## src/rtl/dual_slope_sequencer.sv

```systemverilog
// dual_slope_sequencer
//   Sequencer for a dual-slope integrating ADC front end. One conversion is
//   auto-zero (AZ), fixed-time input integration (INT) and timed
//   de-integration against the reference (DEINT), followed by a one-cycle
//   DONE pulse.
//
// Ports
//   clk_i, rst_i          clock, asynchronous active-low reset
//   start_i               conversion request, sampled in IDLE only
//   range_req_i/mode_req_i range/mode latched on an accepted start
//   comp_i, sat_hi_i, sat_lo_i, ref_ok_i
//                         asynchronous analog status, 2-flop synchronised
//   afe_reset_o, afe_sel_o, ref_sign_o, range_sel_o, mode_sel_o
//                         analog control pins
//   busy_o, done_o        AZ/INT/DEINT indicator, completion pulse
//   result_o, polarity_o, overrange_o, fault_o
//                         conversion result and status, held until next start
module dual_slope_sequencer #(
  parameter int unsigned CNT_W  = 16,
  parameter int unsigned T_ZERO = 1000,
  parameter int unsigned T_INT  = 10000,
  parameter int unsigned T_MAX  = 20000
) (
  input  logic             clk_i,
  input  logic             rst_i,
  input  logic             start_i,
  input  logic             range_req_i,
  input  logic             mode_req_i,
  input  logic             comp_i,
  input  logic             sat_hi_i,
  input  logic             sat_lo_i,
  input  logic             ref_ok_i,
  output logic             afe_reset_o,
  output logic             afe_sel_o,
  output logic             ref_sign_o,
  output logic             range_sel_o,
  output logic             mode_sel_o,
  output logic             busy_o,
  output logic             done_o,
  output logic [CNT_W-1:0] result_o,
  output logic             polarity_o,
  output logic             overrange_o,
  output logic             fault_o
);

  localparam logic [CNT_W-1:0] ZERO_LAST = CNT_W'(T_ZERO - 1);
  localparam logic [CNT_W-1:0] INT_LAST  = CNT_W'(T_INT - 1);
  localparam logic [CNT_W-1:0] MAX_LAST  = CNT_W'(T_MAX - 1);
  localparam logic [CNT_W-1:0] MAX_VAL   = CNT_W'(T_MAX);
  localparam logic [CNT_W-1:0] ONE       = CNT_W'(1);
  localparam logic [CNT_W-1:0] TWO       = CNT_W'(2);

  typedef enum logic [2:0] {
    S_IDLE,
    S_AZ,
    S_INT,
    S_DEINT,
    S_DONE
  } state_e;

  // Synchroniser bit order: {ref_ok, sat_lo, sat_hi, comp}
  logic [3:0] sync1_q, sync2_q;
  logic       comp_s, sat_hi_s, sat_lo_s, ref_ok_s;

  always_ff @(posedge clk_i or negedge rst_i) begin
    if (!rst_i) begin
      sync1_q <= '0;
      sync2_q <= '0;
    end else begin
      sync1_q <= {ref_ok_i, sat_lo_i, sat_hi_i, comp_i};
      sync2_q <= sync1_q;
    end
  end

  assign comp_s   = sync2_q[0];
  assign sat_hi_s = sync2_q[1];
  assign sat_lo_s = sync2_q[2];
  assign ref_ok_s = sync2_q[3];

  state_e           state_q, state_d;
  logic [CNT_W-1:0] cnt_q, cnt_d;
  logic [CNT_W-1:0] result_q, result_d;
  logic             range_q, range_d;
  logic             mode_q, mode_d;
  logic             polarity_q, polarity_d;
  logic             overrange_q, overrange_d;
  logic             fault_q, fault_d;
  logic             afe_reset_q, afe_reset_d;
  logic             afe_sel_q, afe_sel_d;
  logic             ref_sign_q, ref_sign_d;
  logic             busy_q, busy_d;
  logic             done_q, done_d;

  always_comb begin
    state_d     = state_q;
    cnt_d       = cnt_q + ONE;
    result_d    = result_q;
    range_d     = range_q;
    mode_d      = mode_q;
    polarity_d  = polarity_q;
    overrange_d = overrange_q;
    fault_d     = fault_q;

    case (state_q)
      S_IDLE: begin
        cnt_d = '0;
        if (start_i) begin
          result_d    = '0;
          polarity_d  = 1'b0;
          overrange_d = 1'b0;
          if (ref_ok_s) begin
            range_d = range_req_i;
            mode_d  = mode_req_i;
            fault_d = 1'b0;
            state_d = S_AZ;
          end else begin
            fault_d = 1'b1;
            state_d = S_DONE;
          end
        end
      end
      S_AZ: begin
        if (cnt_q == ZERO_LAST) begin
          cnt_d   = '0;
          state_d = S_INT;
        end
      end
      S_INT: begin
        if (cnt_q == INT_LAST) begin
          polarity_d = comp_s;
          cnt_d      = '0;
          state_d    = S_DEINT;
        end
      end
      S_DEINT: begin
        // Crossing is tested first so it wins over a coincident timeout.
        // The two-cycle synchroniser lag is removed from the count.
        if (comp_s != polarity_q) begin
          result_d = (cnt_q >= TWO) ? (cnt_q - TWO) : '0;
          cnt_d    = '0;
          state_d  = S_DONE;
        end else if (cnt_q == MAX_LAST) begin
          overrange_d = 1'b1;
          result_d    = MAX_VAL;
          cnt_d       = '0;
          state_d     = S_DONE;
        end
      end
      S_DONE: begin
        cnt_d   = '0;
        state_d = S_IDLE;
      end
      default: begin
        cnt_d   = '0;
        state_d = S_IDLE;
      end
    endcase

    // Aborts override the phase decision above; a lost reference outranks
    // saturation and leaves overrange clear.
    if (state_q inside {S_AZ, S_INT, S_DEINT}) begin
      if (!ref_ok_s) begin
        fault_d     = 1'b1;
        overrange_d = 1'b0;
        polarity_d  = polarity_q;
        result_d    = '0;
        cnt_d       = '0;
        state_d     = S_DONE;
      end else if (sat_hi_s || sat_lo_s) begin
        overrange_d = 1'b1;
        polarity_d  = polarity_q;
        result_d    = MAX_VAL;
        cnt_d       = '0;
        state_d     = S_DONE;
      end
    end

    // Control pins are decoded from the next state so they register
    // alongside it.
    afe_reset_d = state_d inside {S_IDLE, S_AZ, S_DONE};
    afe_sel_d   = (state_d == S_DEINT);
    ref_sign_d  = (state_d == S_DEINT) && polarity_d;
    busy_d      = state_d inside {S_AZ, S_INT, S_DEINT};
    done_d      = (state_d == S_DONE);
  end

  always_ff @(posedge clk_i or negedge rst_i) begin
    if (!rst_i) begin
      state_q     <= S_IDLE;
      cnt_q       <= '0;
      result_q    <= '0;
      range_q     <= 1'b0;
      mode_q      <= 1'b0;
      polarity_q  <= 1'b0;
      overrange_q <= 1'b0;
      fault_q     <= 1'b0;
      afe_reset_q <= 1'b1;
      afe_sel_q   <= 1'b0;
      ref_sign_q  <= 1'b0;
      busy_q      <= 1'b0;
      done_q      <= 1'b0;
    end else begin
      state_q     <= state_d;
      cnt_q       <= cnt_d;
      result_q    <= result_d;
      range_q     <= range_d;
      mode_q      <= mode_d;
      polarity_q  <= polarity_d;
      overrange_q <= overrange_d;
      fault_q     <= fault_d;
      afe_reset_q <= afe_reset_d;
      afe_sel_q   <= afe_sel_d;
      ref_sign_q  <= ref_sign_d;
      busy_q      <= busy_d;
      done_q      <= done_d;
    end
  end

  assign afe_reset_o = afe_reset_q;
  assign afe_sel_o   = afe_sel_q;
  assign ref_sign_o  = ref_sign_q;
  assign range_sel_o = range_q;
  assign mode_sel_o  = mode_q;
  assign busy_o      = busy_q;
  assign done_o      = done_q;
  assign result_o    = result_q;
  assign polarity_o  = polarity_q;
  assign overrange_o = overrange_q;
  assign fault_o     = fault_q;

endmodule

```

## config.mk

```make
export PLATFORM = sky130hd
export DESIGN_NAME = dual_slope_sequencer
export DESIGN_NICKNAME = d
export VERILOG_FILES = /design/src/rtl/dual_slope_sequencer.sv
export SDC_FILE = /design/constraint.sdc
export NUM_CORES = 1
export LEC_CHECK = 0
export ABC_AREA = 1
export CORE_MARGIN = 5
export CORE_UTILIZATION = 30
export CTS_CLUSTER_SIZE = 20
export DETAILED_ROUTE_END_ITERATION = 16
export PLACE_DENSITY = 0.57
export SYNTH_ARGS = -nofsm -noshare
export SYNTH_HDL_FRONTEND = slang
export SYNTH_SLANG_ARGS = --single-unit
```

## constraint.sdc

```tcl
create_clock -name clk_i -period 1.8 [get_ports clk_i]
set_input_delay 0.27 -clock clk_i [delete_from_list [all_inputs] [get_ports clk_i]]
set_output_delay 0.27 -clock clk_i [all_outputs]
set_load 0.005 [all_outputs]
```

Yosys cells after proc, flatten, opt, wreduce, memory -nomap -nowiden
Cells that the tools add are included.

Output and inout port bits: 26. Input port bits: 9. Register bits: 53. Word-level logic and storage cells: 81.

Add/sub/neg operators: 2. Reductions and logical operators: 8. Eq/ne operators: 11. Muxes and demuxes: 44. Order comparisons: 1.

Operator list (number): 2-to-1 mux 16 bit (14); case mux 16 bit (3 select lines) (1); case mux 16 bit (2 select lines) (1); 2-to-1 mux 3 bit (9); adder 16 x 1 -> 16 bit (second input constant) (1); == test 16 x 10 -> 1 bit (second input constant) (1); == test 16 x 14 -> 1 bit (second input constant) (1); == test 16 x 15 -> 1 bit (second input constant) (1); greater-or-equal comparator 16 x 2 -> 1 bit (second input constant) (1); 2-to-1 mux 1 bit (16); subtractor 16 x 2 -> 16 bit (second input constant) (1); == test 3 x 2 -> 1 bit (second input constant) (4); case mux 3 bit (4 select lines) (1); nonzero test 3 bit (3); == test 3 x 1 -> 1 bit (second input constant) (2); logical NOT 3 bit (2); case mux 1 bit (2 select lines) (2); == test 3 bit (second input constant) (1); AND reduction 3 bit (1); logical AND 1 bit (1); logical OR 1 bit (1); != test 1 bit (1).

Longest topological paths before layout
Depth in word-level cells: 9. Depth in mapped cells: 12. Gate-level depth less buffers: 12.

Least setup slack after synthesis
No wires, ideal clock.

Path kind: flip-flop to flip-flop. Start point: register cnt_q[0]. End point: register cnt_q[9]. Path slack: 0.181 ns. Arrival: 1.496 ns. Stages on the path, launching flop included: 12. Required time: 1.677 ns. Period minus slack after synthesis: 1.619 ns. Cells stage by stage: dfrtp_1 -> ha_1 -> nand2_1 -> nor2_2 -> inv_2 -> nor2_2 -> a21oi_4 -> nand2_4 -> nand3_4 -> nand2_4 -> buf_8 -> nor2_2.

Longest elaborated chain between the ends: 7. Elaborated cells between the ends (all ways): 12. Classes of those cells: add/sub (1); eq/ne (3); mux (8).

Ends and longest elaborated chain: from (decl) (line 81) `logic [CNT_W-1:0] cnt_q, cnt_d;`; from (signal assigned) (line 204) `cnt_q <= cnt_d;`; adder 16 x 1 -> 16 bit / == test 16 x 15 -> 1 bit (equally long branches) (line 96, 142); 2-to-1 mux 16 bit (line 142) `end else if (cnt_q == MAX_LAST) begin`; 2-to-1 mux 16 bit (line 138) `if (comp_s != polarity_q) begin`; case mux 16 bit (3 select lines) * (line 104) `case (state_q)`; 2-to-1 mux 16 bit (line 169) `end else if (sat_hi_s || sat_lo_s) begin`; 2-to-1 mux 16 bit (line 162) `if (!ref_ok_s) begin`; 2-to-1 mux 16 bit * (line 161) `if (state_q inside {S_AZ, S_INT, S_DEINT}) begin`; net cnt_d[9] (line 81).

Mark *: on every way through the listed nets, which the timed path passes. The rest lies on a longest branch. A chain may end at the register's enable or synchronous reset.

Final worst setup path
Start point: register cnt_q[1]. End point: register cnt_q[14].

Same word-level chain as after synthesis.

==> results.py <==
metrics = {
    "floorplan": {
        "die_x_um": 109,
        "coreArea_sq_um": 9640,
        "die_y_um": 109,
        "num_io_pins": 35,
        "start_util_pct": 30.4,
        "placementRows": 36,
        "dieArea_sq_um": 11900,
    },
    "grt": {
        "grt_pass1_wl_um": 12100,
        "grt_max_degree": 54,
        "grt_remaining_overflow": 0,
        "grt_usage_pct": 12.8,
        "antenna_found_initial": 0,
        "grt_pass1_vias": 2463,
    },
    "clock_tree": {
        "cts_tree": "built",
        "cts-buffers-inserted": 5,
        "cts_buffer_depth": 2,
        "path_clk_slew_ns": 0.10,
        "cts.sinks": 53,
        "cts_root_buf": "clkbuf_8",
        "clkLatencyLatePin_ns": 0.31,
        "ctsHtreeMaxLevel": 2,
    },
    "drt": {
        "detail-route-antenna-nets": 0,
        "drtIter0Drc": 150,
        "post_drt_wl_per_cell_um": 12.8,
        "firstDrtPassIters": 4,
        "vias_per_cell": 4.50,
        "vias": 2593,
        "drc": 0,
        "wirelength_um": 7390,
    },
    "timing": {
        "slew_viol_final": 0,
        "clock_skew_ns": 0.00854,
        "setup_viol": 0,
        "tightestPinTransition_ns": 0.787,
        "timing_hold_violations_final": 0,
        "tns_ns": 0,
        "timing.hold.ws_ns": 0.357,
        "slew_headroom_pct": 47.1,
        "fmax_ghz": 0.570,
        "fin_crit_ns": 1.76,
        "rsz0062_at_grt": "true",
        "finalCritPeriodShare_pct": 97.5,
    },
    "logic_synthesis": {
        "synth_top_area_cell": "dfrtp_1",
        "synth_edf_count": 0,
        "syn-num-nets": 392,
        "muxShareOfSynthArea_pct": 0,
        "synth.most_common_cell": "nand2_1",
        "synth_top_family_by_area": "simple AND/OR/NAND/NOR gates",
        "synthAdderAreaFrac_pct": 1.71,
        "synth-async-reset-ratio_pct": 100,
        "avgSynthCellArea_sq_um": 7.74,
        "synthDistinctLibCells": 35,
        "netlist_area_sq_um": 2930,
        "synth_flop_cell": "dfrtp_1",
        "synthSimpleGateAreaFrac_pct": 33.7,
        "synth_common_cells": "nand2_1, dfrtp_1, inv_1",
        "ys_seq_area_share_pct": 45.2,
        "synth_seq_cells": 53,
        "synth_warnings": 0,
        "synth_top_area_share_pct": 44.3,
        "synthXorXnorAreaFrac_pct": 3.54,
        "synth-compound-area-share_pct": 6.95,
        "syn_inst": 379,
        "synth_area_leaders": "dfrtp_1, nand2_1, inv_1, nor2_1, nand3_1",
    },
    "worst_setup_path": {
        "setup.worst_path.start_class": "flip-flop",
        "crit_fanout": 6,
        "path_class": "reg -> reg",
        "r2r_setup_slack_ns": 0.04,
        "critPathArrivalTime_ns": 1.96,
        "critPathRequiredTime_ns": 2.01,
        "worst_setup_path_end_kind": "flip-flop",
    },
    "cells_and_area": {
        "layout.nets": 455,
        "antennaDiodeCount": 0,
        "fin_cells": 576,
        "syn2layout_area_growth_pct": 31.0,
        "drive_gt1_share_pct": 23.0,
        "fill_cells": 1016,
    },
    "hold_path": {
        "hp-class": "reg -> reg",
    },
    "power": {
        "leakage_nw": 1.77,
        "ir_drop_mv": 0.312,
        "p_per_area_nw_per_um2": 798,
    },
    "place": {
        "dpl.hpwl_um": 5450,
        "port_buffers": 34,
        "dp_cells": 556,
        "place_congestion": 0.962,
    },
    "run_status": {
        "status": "finished, final reports clean",
    },
    "run": {
        "drv_cap": 0,
    },
}
-- worst paths after layout --
kind / from / endpoint / depth (start not counted)
worst max-delay path: cnt_q[1]$_DFF_PN0_ / cnt_q[14]$_DFF_PN0_ / 10
worst min-delay path: sync1_q[3]$_DFF_PN0_ / sync2_q[3]$_DFF_PN0_ / 0
worst max register to register: cnt_q[1]$_DFF_PN0_ / cnt_q[14]$_DFF_PN0_ / 10
worst min register to register: sync1_q[3]$_DFF_PN0_ / sync2_q[3]$_DFF_PN0_ / 0
max in group asynchronous: rst_i / afe_reset_o$_DFF_PN1_ / 3
min in group asynchronous: rst_i / done_o$_DFF_PN0_ / 3
-- repair_timing --
item | in CTS | in global routing
hold buffers | 1 | 0
setup endpoints to repair | 29 | 36
pin swaps | 7 | 10
buffers inserted | 4 | 5
gates resized for setup | 7 | 33
gates cloned | 1 | 1
hold endpoints to repair | 52 | 0
-- critical path, stage by stage, from the launching register on --
cell      delay, ns
dfrtp_1        0.40
ha_2           0.21
nand2_2        0.08
inv_2          0.07
nand2_2        0.06
nor2_2         0.13
nand3b_1       0.15
nand2_2        0.15
nand3_4        0.17
nand2_8        0.17
nor2_1         0.06
-- placed cells by master (no fill, tap or decap), types with 5 or more instances in the layout --
cell type,count
a21oi_1,15
buf_4,26
clkbuf_8,5
clkdlybuf4s50_1,33
dfrtp_1,48
inv_1,47
nand2_1,100
nand2_2,7
nand3_1,27
nor2_1,34
nor2_2,23
nor2_4,8
o21ai_0,8
xor2_1,8
-- power by group --
group          switching, W  leakage [nW]  internal (W)
registers         0.0000741         0.699       0.00133
clock network      0.000428        0.0445      0.000277
logic              0.000532          1.02      0.000429
-- registers in the layout, indices dropped and copies added (netlist names) --
signal	flops
done_o	1
result_o	16
cnt_q	16
state_q	3
afe_sel_o	1
sync2_q	4
busy_o	1
ref_sign_o	1
polarity_o	1
mode_sel_o	1
afe_reset_o	1
overrange_o	1
sync1_q	4
fault_o	1
range_sel_o	1
-- final cells by class --
type	count	area [sq um]	share of cell area, %
clock buffer	5	68.8	1.79
clock inverter	3	21.3	0.553
inverter	51	191	4.98
multi-input combinational	269	1500	39.1
sequential	53	1330	34.7
tap	133	166	4.33
timing repair buffer	62	561	14.6
-- kinds of logic (layout without fill, tap and decap cells) --
kind of cell	Yosys count	count (layout)
and+or+nand+nor	217	219
DFF	53	53
xor gates and xnor gates	11	11
adders and majority gates	4	4
buffers and inverters	59	121
AOI/OAI and AO/OA	35	35
-- stage by stage --
stage	setup slack (ns)	util [%]	cell area [sq um]	total power, W
6_report	0.0446	39.9	3840	0.00307
5_1_grt	-0.0902	39.9	3840	0.00330
4_1_cts	0.00488	38.3	3690	0.00307
3_5_place_dp	-0.0828	36.5	3520	0.00233
3_3_place_gp	-0.0437	36.5	3520	0.00233
2_1_floorplan	0.181	-	2930	0.00193
-- routing by layer --
metal  track usage (%)  routed length (um)  vias to the layer above
li1                  -                   -                     1316
met2              20.0                3480                       47
met4              3.97                  79                        0
met5                 0                   0                        -
met1              18.3                3600                     1225
met3              1.54                 218                        5
Power figures use the tool's default switching activity.
